===== src/rtl/tv_pkg.sv =====
// Shared types and helpers for the tv_player test-vector player.
// Holds the FSM state encoding, vector field layout and the saturating counter step.
package tv_pkg;

  typedef enum logic [2:0] {
    ST_IDLE,
    ST_APPLY,
    ST_SETTLE,
    ST_CHECK,
    ST_DONE
  } tv_state_e;

  // Vector word layout is {inputs, expected}: the expected value sits at bit 0
  // and the inputs start directly above it.
  localparam int unsigned EXP_LSB = 0;

  function automatic int unsigned in_lsb(input int unsigned out_w);
    return out_w;
  endfunction

  function automatic int unsigned in_msb(input int unsigned in_w, input int unsigned out_w);
    return in_w + out_w - 1;
  endfunction

  function automatic logic [31:0] sat_inc(input logic [31:0] v, input int unsigned w);
    logic [31:0] max;
    max = (w >= 32) ? '1 : ((32'd1 << w) - 32'd1);
    return (v == max) ? v : v + 32'd1;
  endfunction

endpackage


===== src/rtl/tv_mem.sv =====
// Vector memory: synchronous write, combinational read, contents not reset.
module tv_mem #(
  parameter int unsigned DEPTH = 32,
  parameter int unsigned W     = 3
) (
  input  logic                     clk,
  input  logic                     we,
  input  logic [$clog2(DEPTH)-1:0] waddr,
  input  logic [W-1:0]             wdata,
  input  logic [$clog2(DEPTH)-1:0] raddr,
  output logic [W-1:0]             rdata
);

  logic [W-1:0] mem_q [DEPTH];

  always_ff @(posedge clk) begin
    if (we) mem_q[waddr] <= wdata;
  end

  assign rdata = mem_q[raddr];

endmodule


===== src/rtl/tv_player.sv =====
// Test-vector player/checker driving a small combinational DUT from a loaded vector memory.
// Define TV_PLAYER_STOP_ON_ERROR_EN to end a run at the first failing compare.
module tv_player
  import tv_pkg::*;
#(
  parameter int unsigned IN_W   = 2,
  parameter int unsigned OUT_W  = 1,
  parameter int unsigned DEPTH  = 32,
  parameter int unsigned SETTLE = 1
) (
  input  logic                     clk,
  input  logic                     reset,
  input  logic                     ld_valid,
  input  logic [$clog2(DEPTH)-1:0] ld_addr,
  input  logic [IN_W+OUT_W-1:0]    ld_data,
  input  logic                     start,
  input  logic [$clog2(DEPTH):0]   num_tests,
  output logic [IN_W-1:0]          dut_in,
  input  logic [OUT_W-1:0]         dut_out,
  output logic                     busy,
  output logic                     done,
  output logic                     mismatch,
  output logic [$clog2(DEPTH):0]   err_count,
  output logic [$clog2(DEPTH):0]   vec_idx
);

  localparam int unsigned AW = $clog2(DEPTH);
  localparam int unsigned CW = AW + 1;
  localparam int unsigned VW = IN_W + OUT_W;
  localparam int unsigned SW = (SETTLE > 1) ? $clog2(SETTLE) : 1;
  localparam logic [SW-1:0] SET_LAST = SW'((SETTLE > 0) ? SETTLE - 1 : 0);

  tv_state_e         state_q, state_d;
  logic [CW-1:0]     n_q, n_d;
  logic [CW-1:0]     idx_q, idx_d;
  logic [CW-1:0]     err_q, err_d;
  logic [IN_W-1:0]   din_q, din_d;
  logic [OUT_W-1:0]  exp_q, exp_d;
  logic [SW-1:0]     cnt_q, cnt_d;
  logic [VW-1:0]     rdata;
  logic              miss;

  assign busy = (state_q == ST_APPLY) || (state_q == ST_SETTLE) || (state_q == ST_CHECK);

  tv_mem #(.DEPTH(DEPTH), .W(VW)) u_mem (
    .clk   (clk),
    .we    (ld_valid && !busy),
    .waddr (ld_addr),
    .wdata (ld_data),
    .raddr (idx_q[AW-1:0]),
    .rdata (rdata)
  );

  always_comb begin
    state_d  = state_q;
    n_d      = n_q;
    idx_d    = idx_q;
    err_d    = err_q;
    din_d    = din_q;
    exp_d    = exp_q;
    cnt_d    = cnt_q;
    miss     = 1'b0;
    unique case (state_q)
      ST_IDLE, ST_DONE: begin
        if (start) begin
          n_d     = (num_tests > CW'(DEPTH)) ? CW'(DEPTH) : num_tests;
          idx_d   = '0;
          err_d   = '0;
          state_d = (num_tests == '0) ? ST_DONE : ST_APPLY;
        end
      end
      ST_APPLY: begin
        din_d   = rdata[in_msb(IN_W, OUT_W):in_lsb(OUT_W)];
        exp_d   = rdata[EXP_LSB +: OUT_W];
        cnt_d   = '0;
        state_d = (SETTLE > 0) ? ST_SETTLE : ST_CHECK;
      end
      ST_SETTLE: begin
        if (cnt_q == SET_LAST) state_d = ST_CHECK;
        else                   cnt_d   = cnt_q + 1'b1;
      end
      ST_CHECK: begin
        miss  = (dut_out !== exp_q);
        if (miss) err_d = CW'(sat_inc(32'(err_q), CW));
`ifdef TV_PLAYER_STOP_ON_ERROR_EN
        if (miss) begin
          state_d = ST_DONE;
        end else begin
          idx_d   = idx_q + 1'b1;
          state_d = (idx_q + 1'b1 == n_q) ? ST_DONE : ST_APPLY;
        end
`else
        idx_d   = idx_q + 1'b1;
        state_d = (idx_q + 1'b1 == n_q) ? ST_DONE : ST_APPLY;
`endif
      end
      default: state_d = ST_IDLE;
    endcase
  end

  always_ff @(posedge clk or negedge reset) begin
    if (!reset) begin
      state_q <= ST_IDLE;
      n_q     <= '0;
      idx_q   <= '0;
      err_q   <= '0;
      din_q   <= '0;
      exp_q   <= '0;
      cnt_q   <= '0;
    end else begin
      state_q <= state_d;
      n_q     <= n_d;
      idx_q   <= idx_d;
      err_q   <= err_d;
      din_q   <= din_d;
      exp_q   <= exp_d;
      cnt_q   <= cnt_d;
    end
  end

  assign dut_in    = din_q;
  assign done      = (state_q == ST_DONE);
  assign mismatch  = miss;
  assign err_count = err_q;
  assign vec_idx   = idx_q;

endmodule


===== config.mk =====
export PLATFORM = sky130hd
export DESIGN_NAME = tv_player
export DESIGN_NICKNAME = d
export VERILOG_FILES = /design/src/rtl/tv_pkg.sv /design/src/rtl/tv_mem.sv /design/src/rtl/tv_player.sv
export SDC_FILE = /design/constraint.sdc
export NUM_CORES = 1
export LEC_CHECK = 0
export CAP_MARGIN = 20
export CELL_PAD_IN_SITES_DETAIL_PLACEMENT = 1
export CELL_PAD_IN_SITES_GLOBAL_PLACEMENT = 1
export CORE_UTILIZATION = 53
export CTS_CLUSTER_DIAMETER = 120
export CTS_CLUSTER_SIZE = 40
export DETAILED_ROUTE_END_ITERATION = 8
export GPL_TIMING_DRIVEN = 0
export PLACE_DENSITY_LB_ADDON = 0.3
export SLEW_MARGIN = 15
export SYNTH_ARGS = -nofsm -noshare
export SYNTH_HDL_FRONTEND = slang
export SYNTH_SLANG_ARGS = --single-unit

===== constraint.sdc =====
create_clock -name clk -period 4.2 [get_ports clk]
set_input_delay 0.63 -clock clk [delete_from_list [all_inputs] [get_ports clk]]
set_output_delay 0.63 -clock clk [all_outputs]
set_load 0.03 [all_outputs]

== Word level (Yosys, flattened, before mapping) ==
Memory sizes are Yosys's and may differ from the RTL's. A register that Yosys moved wholly into a read port is not among the register bits.
Index checks and enable logic that the tools add are counted.

* Flip-flop bits (word level): 22
* Memory bits (writable): 96
* Input port bits: 19
* Word-level logic and storage cells: 51
* Memories kept: 1

{| class="wikitable"
|+ Memory list
! memory !! depth !! bits a word !! read ports !! clocked after memory_dff !! wr ports !! line !! RTL
|-
| u_mem.mem_q || 32 || 3 || 1 || 1 || 1 || tv_mem.sv:14 || <nowiki>logic [W-1:0] mem_q [DEPTH];</nowiki>
|}

* $add $sub $neg: 3
* Order comparisons: 1
* Equality and inequality tests: 11
* Multiplexer cells: 16
* Reductions and logical operators: 14

{| class="wikitable"
|+ Operator list
! cell !! count
|-
| $mux W6 || 4
|-
| $pmux W6 S2 || 2
|-
| $add A6 B1 Y6 const B || 2
|-
| $mux W3 || 4
|-
| $pmux W3 S4 || 1
|-
| $eq A3 B2 Y1 const B || 2
|-
| $eq A6 B6 Y1 || 1
|-
| $eq A6 B6 Y1 const B || 1
|-
| $gt A6 B6 Y1 const B || 1
|-
| $logic_not A6 Y1 || 1
|-
| $ne A2 B2 Y1 const B || 3
|-
| $reduce_and A2 Y1 || 3
|-
| $mux W1 || 4
|-
| $reduce_and A4 Y1 || 1
|-
| $reduce_bool A2 Y1 || 2
|-
| $eq A3 B1 Y1 const B || 1
|-
| $eq A3 B3 Y1 const B || 1
|-
| $logic_not A3 Y1 || 1
|-
| $logic_not A1 Y1 || 2
|-
| $logic_or A1 B1 Y1 || 2
|-
| $ne A2 B1 Y1 const B || 1
|-
| $pmux W1 S2 || 1
|-
| $reduce_or A2 Y1 || 1
|-
| $add A1 B1 Y1 const B || 1
|-
| 2 further kinds || 2
|}

== Longest topological paths before layout ==
* Depth in word-level cells: 7
* Mapped depth: 8
* Mapped depth without buffers: 6

== Cells and area by module ==
From an unflattened synthesis, not the netlist that was laid out.

* Cells, all modules: 318
* Area total of the unflattened synthesis: 5183.7 µm²

{| class="wikitable"
|+ By module, submodules not included
! module !! instances !! cells an instance !! area an instance (µm²) !! seq. area each (µm²)
|-
| tv_mem || 1 || 182 || 3856.2 || 2882.8
|-
| tv_player || 1 || 136 || 1327.5 || 600.6
|}

== Worst setup path before layout ==
Ideal clock, no wire load.

* Path type: register to register
* Start point: register state_q[0]
* End point: memory u_mem.mem_q[16][0], enable pin
* Setup time: 0.319 ns
* Arrival: 1.649 ns
* Required time: 3.881 ns
* Path slack: 2.232 ns
* Stages on the path, launching flop included: 7
* Path buffers: 1
* Cell sequence: dfrtp_1 -> buf_2 -> nor2_1 -> nor2_1 -> nor3b_1 -> nand3b_1 -> nor2_1

* Cells in the longest elaborated chain, start to end: 7
* Elaborated cells on any way between the ends: 9
* Classes of those cells: eq/ne (3); mux (2); reduce/logical (4)

{| class="wikitable"
|+ Ends and longest elaborated chain
! what !! line !! RTL
|-
| start, declared || tv_player.sv:33 || <nowiki>tv_state_e state_q, state_d;</nowiki>
|-
| start signal, assigned || tv_player.sv:111 || <nowiki>state_q <= state_d;</nowiki>
|-
| $eq A3 B1 Y1 or $eq A3 B2 Y1 (tied branches) || tv_player.sv:43 || <nowiki>assign busy = (state_q == ST_APPLY) || (state_q == ST_SETTLE) || (state_q == ST_CHECK);</nowiki>
|-
| $logic_or A1 B1 Y1 || tv_player.sv:43 ||
|-
| $logic_or A1 B1 Y1 * || tv_player.sv:43 ||
|-
| named net busy || tv_player.sv:20 || <nowiki>output logic busy,</nowiki>
|-
| $logic_not A1 Y1 * || tv_player.sv:47 || <nowiki>.we (ld_valid && !busy),</nowiki>
|-
| $logic_and A1 B1 Y1 * || tv_player.sv:47 ||
|-
| $mux W1 * || tv_mem.sv:17 || <nowiki>if (we) mem_q[waddr] <= wdata;</nowiki>
|-
| $mux W1 (not written as such) * || tv_mem.sv:17 ||
|-
| end, declared || tv_mem.sv:14 ||
|}

Mark *: on every way through the listed nets, which the timed path passes. The rest lies on a longest branch.

== Worst setup path after layout ==
* Start point: register state_q[0]
* End point: memory u_mem.mem_q[17][1], enable pin

* Cells in the longest elaborated chain, start to end: 7
* Elaborated cells on any way between the ends: 9
* Classes of those cells: eq/ne (3); mux (2); reduce/logical (4)

{| class="wikitable"
|+ Ends and longest elaborated chain
! what !! line
|-
| $eq A3 B1 Y1 or $eq A3 B2 Y1 (tied branches) || tv_player.sv:43
|-
| $logic_or A1 B1 Y1 || tv_player.sv:43
|-
| $logic_or A1 B1 Y1 * || tv_player.sv:43
|-
| $logic_not A1 Y1 * || tv_player.sv:47
|-
| $logic_and A1 B1 Y1 * || tv_player.sv:47
|-
| $mux W1 * || tv_mem.sv:17
|-
| $mux W1 (not written as such) * || tv_mem.sv:17
|}

Every way passes the cells marked *; elsewhere a longest branch is shown, timed or not.

==> results.cfg <==
[outcome]
status = complete, no violations

[sta]
finalSetupViolCount = 0
slew_violations = 0
period_share_pct = 76.16
max_slew_margin_pct = 24.66
fin_skew_ns = 0.02151
setup_slack_ns = 1.001
max_freq_mhz = 312.6
hold_slack_ns = 0.4378
hold_violations = 0
tightest_slew_ns = 1.128
fin_crit_ns = 3.199
rsz0062_at_grt = false
fin_tns_setup_ns = 0

[placement]
io_buffers = 35
post-dp-hpwl_um = 8217
place.gp.congestion = 0.7617
dp_slack_ns = 1.287
dpl-instance-area_um2 = 5734
dp_cells = 517

[worst_setup_path]
path_cells = buf_2 > nor2_1 > nor2_1 > nor3b_1 > nand3b_1 > nor2_1
reg2reg_depth = 6
required_ns = 4.39
crit_family = simple AND/OR/NAND/NOR gates
cp-start-kind = flip-flop
critPathArrivalTime_ns = 3.38
critical-path-max-stage-delay_ns = 0.92
crit_path_max_fanout = 7
cp-end-kind = flip-flop
crit_path_frequent_cell = nor2_1
r2r-end = u_mem.mem_q[17][1]
r2r_start = state_q[0]
r2r_setup_slack_ns = 1.00
critPathKind = flip-flop to flip-flop
slowest_stage = nor3b_1
crit_buf_inv = 1

[floorplanning]
die_area_um2 = 10230
die_h_um = 101.1
start_util_pct = 55.57
ioPinCount = 36
rows = 35
dieWidth_um = 101.1
core_um2 = 9371

[clock_tree]
postCtsSetupRepairBufs = 0
path_clk_slew_ns = 0.08
htreeDepth = 4
numCtsBuffers = 17
cts.sinks = 120
holdBufCountCts = 0
cts_tree = yes
ctsRootBufferMaster = clkbuf_8
clock_latency_ns = 0.54
cts_buffer_depth = 2
cts_resized = 0

[yosys]
synth_flop_cell = edfxtp_1
synth_nets = 373
ys_seq_area_share_pct = 66.89
synth_top_area_share_pct = 55.36
yosys.area.top_type = edfxtp_1
synth.area.top_cells = edfxtp_1 (55%), dfrtp_1 (12%), mux4_2 (5.6%), nor2_1 (3.3%), mux4_1 (2.5%)
synth_cell_types = 46
avgSynthCellArea_um2 = 14.79
yosysWarnings = 0
syn_area_um2 = 5207
synth_edf_count = 96
synth-seq-cells = 120
async_flop_share_pct = 20.00
syn_inst = 352

[power]
peakVddDrop_mv = 0.5246
p_leak_nw = 2.267
p_per_area_nw_per_um2 = 664.6

[layout]
fin_area_um2 = 6450
layout_common_cells = edfxtp_1 (96), nor2_1 (46), clkdlybuf4s50_1 (35), nand2_1 (25), dfrtp_1 (24)
final_common_cell = edfxtp_1
area_delta_synth_final_pct = 23.86
nFillCells = 838
layout.nets = 431
antenna_cells = 0
regArea_um2 = 3483
multi_input_area_um2 = 1592
final_cells = 551
drive_gt1_share_pct = 15.40

[run]
cap_violations = 0

[detailed_routing]
routed_wl_um = 14080
via_count = 3322
remaining_drc_errors = 0
wire_per_inst_um = 25.54
ant_nets = 0
initialDrtViolationCount = 213
drtPass1Iterations = 4
via_per_inst = 6.029

[min_path]
hold_class = primary input to async pin

[global_routing]
first_global_vias = 3617
grt_pass1_wl_um = 20680
grt_use_total_pct = 29.07
grt_max_degree = 33
antenna_found_initial = 0
grt.overflow.total = 0
-- worst reg2reg max path: cells and delay by family (launching register included) --
kind	cells	cell delay [ns]
buffers and inverters	1	0.18
DFF	1	0.38
and+or+nand+nor	5	2.31
-- synth_stat cells (all sizes together), types with 2 or more instances --
master and n:
buf 13, nand3 8, mux2i 13, dfrtp 24
a22oi 3, xnor2 9, clkbuf 5, and2 3
xor2 7, o22ai 5, nor2 46, or2 2
o31ai 2, ha 2, nand2b 10, nand3b 5
nand2 25, mux4 18, nand4 2, nor3 16
nor2b 6, and3 2, o21ai 13, edfxtp 96
a22o 4
-- logic make-up (layout without fill, tap and decap cells) --
group                      Yosys count  count (layout)  share of synthesized area, %
AOI/OAI and AO/OA                   33              33                         4.493
xor gates and xnor gates            16              16                         2.691
adders and majority gates            2               2                        0.4805
buffers and inverters               19              89                         2.547
DFF                                120             120                         66.89
muxes                               32              32                         10.86
and+or+nand+nor                    130             130                         12.04
-- final cells by class --
type	instances	area share, %
Inverter	1	0.05820
Clock buffer	17	6.421
Multi-Input combinational cell	213	24.68
Timing Repair Buffer	39	6.557
Clock inverter	14	3.783
Buffer	18	1.998
Sequential cell	120	54.01
Tap cell	129	2.502
-- state kept, by name, summed over array words and instances, names as in the netlist --
name and cells:
u_mem.mem_q 96, err_count 6, n_q 6, vec_idx 6, state_q 3, dut_in 2, exp_q 1
-- how the worst max path moves through the flow --
stage | start | endpoint | slack, ns | cells past startpoint
final | state_q[0] | u_mem.mem_q[17][1] | 1.00 | 6
after global placement | ld_valid | u_mem.mem_q[0][2] | 1.37 | 4
after detailed placement | ld_valid | u_mem.mem_q[8][0] | 1.29 | 4
after floorplan | state_q[0] | u_mem.mem_q[16][0] | 2.23 | 6
after global routing | state_q[0] | u_mem.mem_q[17][1] | 1.05 | 6
after CTS | state_q[0] | done | 1.24 | 4
-- per-stage QoR --
stage	util [%]	total power, W
2_1_floorplan	-	0.002247
3_3_place_gp	61.03	0.002551
3_5_place_dp	61.19	0.002604
4_1_cts	68.21	0.004272
5_1_grt	68.83	0.004407
6_report	68.83	0.004287
-- metal layers --
layer	global-route usage, %	wire [um]	vias up
met1	34.94	5645	1721
met5	0	0	-
met3	6.865	677	30
li1	-	-	1442
met4	13.38	294	0
met2	49.92	7458	129
-- where the power goes --
part           internal, W  switching [W]  leakage, nW
clock network      0.00109       0.000579        0.317
logic             0.000514       0.000652        0.773
registers          0.00137      0.0000842         1.18
total              0.00297        0.00132         2.27
Power figures use the tool's default switching activity.
==> variant 1: new RTL, same flow settings <==
Register the input `ld_addr` before use, without a reset. The logic sees it one clock later. The other inputs are not delayed to match.
--- a/src/rtl/tv_player.sv
+++ b/src/rtl/tv_player.sv
@@ -30,6 +30,12 @@
   localparam int unsigned SW = (SETTLE > 1) ? $clog2(SETTLE) : 1;
   localparam logic [SW-1:0] SET_LAST = SW'((SETTLE > 0) ? SETTLE - 1 : 0);
 
+  logic [$clog2(DEPTH)-1:0] ld_addr_q;
+
+  always_ff @(posedge clk) begin
+    ld_addr_q <= ld_addr;
+  end
+
   tv_state_e         state_q, state_d;
   logic [CW-1:0]     n_q, n_d;
   logic [CW-1:0]     idx_q, idx_d;
@@ -45,7 +51,7 @@
   tv_mem #(.DEPTH(DEPTH), .W(VW)) u_mem (
     .clk   (clk),
     .we    (ld_valid && !busy),
-    .waddr (ld_addr),
+    .waddr (ld_addr_q),
     .wdata (ld_data),
     .raddr (idx_q[AW-1:0]),
     .rdata (rdata)
Function: changed (a bounded check fails within 4 cycles, from zero or initial values and one cycle with reset low).
==> variant 1 against the unedited design <==
- area after synthesis increased by 3.1%
- sequential share of layout area increased by 1.2 points
- sequential cell count increased by 5
- worst setup slack improved by 0.52 ns
- design area increased by 0.62%
- critical path depth decreased by 3
- routed wire length decreased by 7.6%
- synthesized cell count increased by 7.4%
- sequential power increased by 5%
- count of clock-buffer cells in the layout increased by 2
- total power decreased by 1.5%
==> variant 1: results (changes against the unedited design) <==
* TritonCTS buffer count at 17 (unchanged)
* Sequential-to-total area share from yosys stat at 66.7% (was 66.9%)
* Post-synth top cells: 96 x edfxtp_1, 48 x nor2_1, 28 x nand2_1 (was 96 x edfxtp_1, 46 x nor2_1, 25 x nand2_1)
* GPL Wtd Cong at 0.770 (was 0.762)
* CP Max Fanout at 7 (unchanged)
* Fmax at 374 MHz (was 313 MHz)
* Initial antenna violation count at 0 (unchanged)
* Share of synthesized registers carrying an async set or reset at 19.2% (was 20.0%)
* Clock Latency Late Sink at 0.51 ns (was 0.54 ns)
* Arr. time, crit path at 2.05 ns (was 3.38 ns)
* Max Root-Sink Buffers at 2 (unchanged)
* Vias per std cell at 5.94 (was 6.03)
* Met3 usage at 7.12% (was 6.87%)
* First-pass GRT wire length at 20000 um (was 20700 um)
* Resized Gates After CTS at 0 (unchanged)
* Layout fillers at 958 (was 838)
* Synth Warn # at 0 (unchanged)
* Syn_nets at 399 (was 373)
* Crit-path max cell delay at 0.71 ns (was 0.92 ns)
* Routed wire per std cell at 22.4 um (was 25.5 um)
* Number of buffers inserted by post-CTS setup repair at 0 (unchanged)
* DP Wirelength at 8320 um (was 8220 um)
* Overall routing resource usage at 27.0% (was 29.1%)
* Largest register FFs at 96 (unchanged)
* H-tree depth at 4 (unchanged)
* Largest net degree at the start of global routing at 33 (unchanged)
* Worst path slowest cell: clkdlybuf4s50_1 (was nor3b_1)
* R2R setup slack at 1.64 ns (was 1.00 ns)
* Worst Hold Class: in -> async (unchanged)
* Port bufs at 35 (unchanged)
* Worst r2r path cells at 6 (unchanged)
* Nets at 455 (was 431)
* Root buf cell: clkbuf_8 (unchanged)
* Post-synth cell types at 50 (was 46)
* Met2 GRT Util at 45.4% (was 49.9%)
* N_diodes at 0 (unchanged)
* Dpl cell area at 5900 um2 (was 5730 um2)
* Vias in the first global route at 3703 (was 3617)
* Largest reg by FF count: u_mem.mem_q (unchanged)
* Pre-CTS WS at 1.49 ns (was 1.29 ns)
* Clock Pin Slew Worst Setup and Hold Paths at 0.06 ns (was 0.08 ns)
* Pre-Repair DR Iteration Count at 5 (was 4)
* Max VDD drop at 0.349 mV (was 0.525 mV)
* Layout cells sized above 1 at 14.3% (was 15.4%)
* Met1 Usage GRT at 32.0% (was 34.9%)
* DR iter-0 viols at 264 (was 213)
* Synth area leaders: edfxtp_1 54%, dfrtp_1 11%, mux2i_1 4.5% (was edfxtp_1 55%, dfrtp_1 12%, mux4_2 5.6%)
* Delay-heaviest family, CP: buffers and inverters (was simple AND/OR/NAND/NOR gates)
* Worst Tran Pin Value at 0.890 ns (was 1.13 ns)
* EDFF count, synth at 96 (unchanged)
* Outcome: finished, final reports clean (unchanged)
* Skew final at 0.00792 ns (was 0.0215 ns)
* Leakage power at 2.30 nW (was 2.27 nW)
==> variant 1: cells by family (layout without fill, tap and decap cells) <==
group,Yosys count,in the layout,synth area share [%]
AO/OA/AOI/OAI,58,58,7.67
XOR/XNOR,14,14,2.28
adder cells (fa/ha/maj),2,2,0.466
buffers and inverters,23,92,2.45
flip-flops,125,125,66.7
multiplexers,45,45,10.7
AND/OR/NAND/NOR,111,111,9.72
==> variant 1: where the power goes <==
| part | internal [mW] | switching (mW) |
|---|---|---|
| registers | 1.43 | 0.0870 |
| logic | 0.534 | 0.755 |
| clock network | 0.877 | 0.539 |
==> variant 1: per-layer routing <==
metal | vias to the layer above | part of all wire (%)
li1 | 1541 | -
met1 | 1707 | 40
met2 | 163 | 51
met3 | 34 | 5.8
met4 | 0 | 3.1
met5 | - | 0
==> variant 1: final cells by class <==
cell class | count | share of cell area [%]
Multi-Input combinational cell | 230 | 25.5
Clock inverter | 13 | 2.18
Buffer | 20 | 1.85
Timing Repair Buffer | 37 | 5.71
Tap cell | 133 | 2.56
Sequential cell | 125 | 55.2
Clock buffer | 19 | 6.81
Inverter | 3 | 0.174
==> variant 1: through the flow <==
| step | hold slack, ns | util, % | cells |
|---|---|---|---|
| 2_1_floorplan | 0.334 | - | 378 |
| 3_3_place_gp | 0.487 | 60.0 | 546 |
| 3_5_place_dp | 0.490 | 60.1 | 547 |
| 4_1_cts | 0.435 | 66.0 | 579 |
| 5_1_grt | 0.447 | 66.1 | 580 |
| 6_report | 0.443 | 66.1 | 580 |
==> variant 1: path summary, 6_finish.rpt <==
path | from | to
min in group clk | n_q[5] | n_q[5]
hold reg to reg | n_q[5] | n_q[5]
hold / removal | reset | n_q[0]
max in group asynchronous | reset | vec_idx[0]
setup / recovery | state_q[2] | done
setup reg to reg | state_q[1] | u_mem.mem_q[18][1]
==> variant 2: new RTL, same settings <==
Made on the original files. The option `TV_PLAYER_STOP_ON_ERROR_EN` is turned on by a define.
--- a/src/rtl/tv_player.sv
+++ b/src/rtl/tv_player.sv
@@ -1,5 +1,7 @@
 // Test-vector player/checker driving a small combinational DUT from a loaded vector memory.
 // Define TV_PLAYER_STOP_ON_ERROR_EN to end a run at the first failing compare.
+`define TV_PLAYER_STOP_ON_ERROR_EN
+
 module tv_player
   import tv_pkg::*;
 #(
Behaviour: not the same (a bounded check fails within 10 cycles, from zero or initial values and one cycle with reset low).
==> variant 2 against the unedited design <==
- design area fell by 1.8%
- area after synthesis rose by 1.4%
- count of clock-buffer cells in the layout rose by 1
- worst setup slack improved by 0.017 ns
- routed wire length fell by 0.65%
- clock skew fell by 0.0094 ns
- sequential cell count did not move
- synthesized cell count rose by 4.0%
- hold slack got worse by 0.34 ns
- total power fell by 13%
- fmax rose by 0.53%
==> variant 2: results (changes against the unedited design) <==
* Initial antenna violation count at 0 (unchanged)
* Synth area leaders: edfxtp_1 55%, dfrtp_1 11%, mux2i_1 5.3% (was edfxtp_1 55%, dfrtp_1 12%, mux4_2 5.6%)
* Layout fillers at 929 (was 838)
* Syn_nets at 387 (was 373)
* Outcome: finished, final reports clean (unchanged)
* Skew final at 0.0121 ns (was 0.0215 ns)
* Largest net degree at the start of global routing at 33 (unchanged)
* Max VDD drop at 0.389 mV (was 0.525 mV)
* Worst Hold Class: in -> async (unchanged)
* EDFF count, synth at 96 (unchanged)
* Root buf cell: clkbuf_8 (unchanged)
* RR Startpoint: state_q[0] (unchanged)
* Reg2reg end: u_mem.mem_q[27][2] (was u_mem.mem_q[17][1])
* Pre-CTS WS at 1.17 ns (was 1.29 ns)
* TritonCTS buffer count at 17 (unchanged)
* Vias in the first global route at 3635 (was 3617)
* Largest reg by FF count: u_mem.mem_q (unchanged)
* GPL Wtd Cong at 0.801 (was 0.762)
* Post-synth top cells: 96 x edfxtp_1, 48 x nor2_1, 28 x mux2i_1, 28 x nand2_1, 24 x dfrtp_1 (was 96 x edfxtp_1, 46 x nor2_1, 25 x nand2_1)
* Nets at 442 (was 431)
* Max Root-Sink Buffers at 2 (unchanged)
* Clock Pin Slew Worst Setup and Hold Paths at 0.06 ns (was 0.08 ns)
* Number of buffers inserted by post-CTS setup repair at 0 (unchanged)
* Pre-Repair DR Iteration Count at 4 (unchanged)
* Overall routing resource usage at 29.6% (was 29.1%)
* N_diodes at 0 (unchanged)
* DP Wirelength at 9110 um (was 8220 um)
* Crit-path max cell delay at 0.64 ns (was 0.92 ns)
* Post-synth cell types at 45 (was 46)
* Sequential-to-total area share from yosys stat at 66.0% (was 66.9%)
* Synth Warn # at 0 (unchanged)
* Layout cells sized above 1 at 10.2% (was 15.4%)
* Sw Share at 31.7% (was 30.7%)
* Slew HR at 24.1% (was 24.7%)
* Power Density at 589 nW/um2 (was 665 nW/um2)
* Routed wire per std cell at 24.7 um (was 25.5 um)
* Largest register FFs at 96 (unchanged)
* Worst r2r path cells at 6 (unchanged)
* Dpl cell area at 5800 um2 (was 5730 um2)
* Port bufs at 35 (unchanged)
* Arr. time, crit path at 2.55 ns (was 3.38 ns)
* First-pass GRT wire length at 21300 um (was 20700 um)
* CP Max Fanout at 7 (unchanged)
* Clock Latency Late Sink at 0.52 ns (was 0.54 ns)
* DR iter-0 viols at 191 (was 213)
* Worst path slowest cell: clkdlybuf4s50_1 (was nor3b_1)
* R2R setup slack at 1.54 ns (was 1.00 ns)
* Resized Gates After CTS at 0 (unchanged)
* Leakage power at 2.22 nW (was 2.27 nW)
* Share of synthesized registers carrying an async set or reset at 20.0% (unchanged)
* Most frequently used flop master after synthesis: edfxtp_1 (unchanged)
* Hold Slack at 0.0957 ns (was 0.438 ns)
* H-tree depth at 4 (unchanged)
* Vias at 3396 (was 3322)
## variant 2: cell types whose count changed after synthesis, sizes merged, moves of 3 or more
cell,change
a211oi,+4
nand2b,-4
nand2,+3
a221oi,+3
nand3b,+5
nor3,-8
mux4,-6
a211o,+3
a21oi,+3
mux2i,+15
## variant 2: worst max path at each step
stage	endpoint	startpoint	slack, ns
2_1_floorplan	exp_q	vec_idx[0]	2.24
3_3_place_gp	mismatch	dut_out	1.23
3_5_place_dp	mismatch	dut_out	1.17
4_1_cts	mismatch	dut_out	1.05
5_1_grt	mismatch	dut_out	0.99
6_report	mismatch	dut_out	1.02
## variant 2: cell type report
type / count / area share, %
Sequential cell: 120 / 55.0
Inverter: 3 / 0.178
Timing Repair Buffer: 36 / 5.69
Tap cell: 133 / 2.63
Multi-Input combinational cell: 226 / 26.3
Buffer: 17 / 1.92
Clock inverter: 13 / 1.70
Clock buffer: 18 / 6.60
## variant 2: cell families after synthesis
logic type / share of synthesized area (%)
AOI/OAI and AO/OA: 6.21
xor gates and xnor gates: 2.75
adders and majority gates: 0.474
buffers and inverters: 2.51
DFF: 66.0
muxes: 11.1
and+or+nand+nor: 10.9
## variant 2: power groups by stage
stage               clock network [mW]  registers, mW  logic (mW)
global route                      1.35           1.46        1.05
finish                            1.30           1.45       0.982
CTS                               1.30           1.45       0.978
global placement                     0           1.46       0.904
floorplan                            0           1.50       0.588
detailed placement                   0           1.46       0.945
## variant 2: metrics by stage
stage	power, mW	instances
after floorplan	2.09	366
after global placement	2.36	534
after detailed placement	2.41	534
after CTS	3.72	565
after global routing	3.85	566
final	3.73	566
## variant 2: critical path, delay by kind of cell
| kind | cells | cell delay, ns |
|---|---|---|
| xor+xnor | 1 | 0.62 |
| buf+inv | 2 | 1.11 |
| simple gates | 1 | 0.19 |
## variant 2: layer usage
metal	up-vias	global-route usage, %	wire length (um)	share of wire, %
met5	-	0	0	0
met2	112	48.4	7070	51
met1	1729	37.9	5750	41
met4	0	13.8	457	3.3
met3	45	6.35	700	5.0
li1	1510	-	-	-
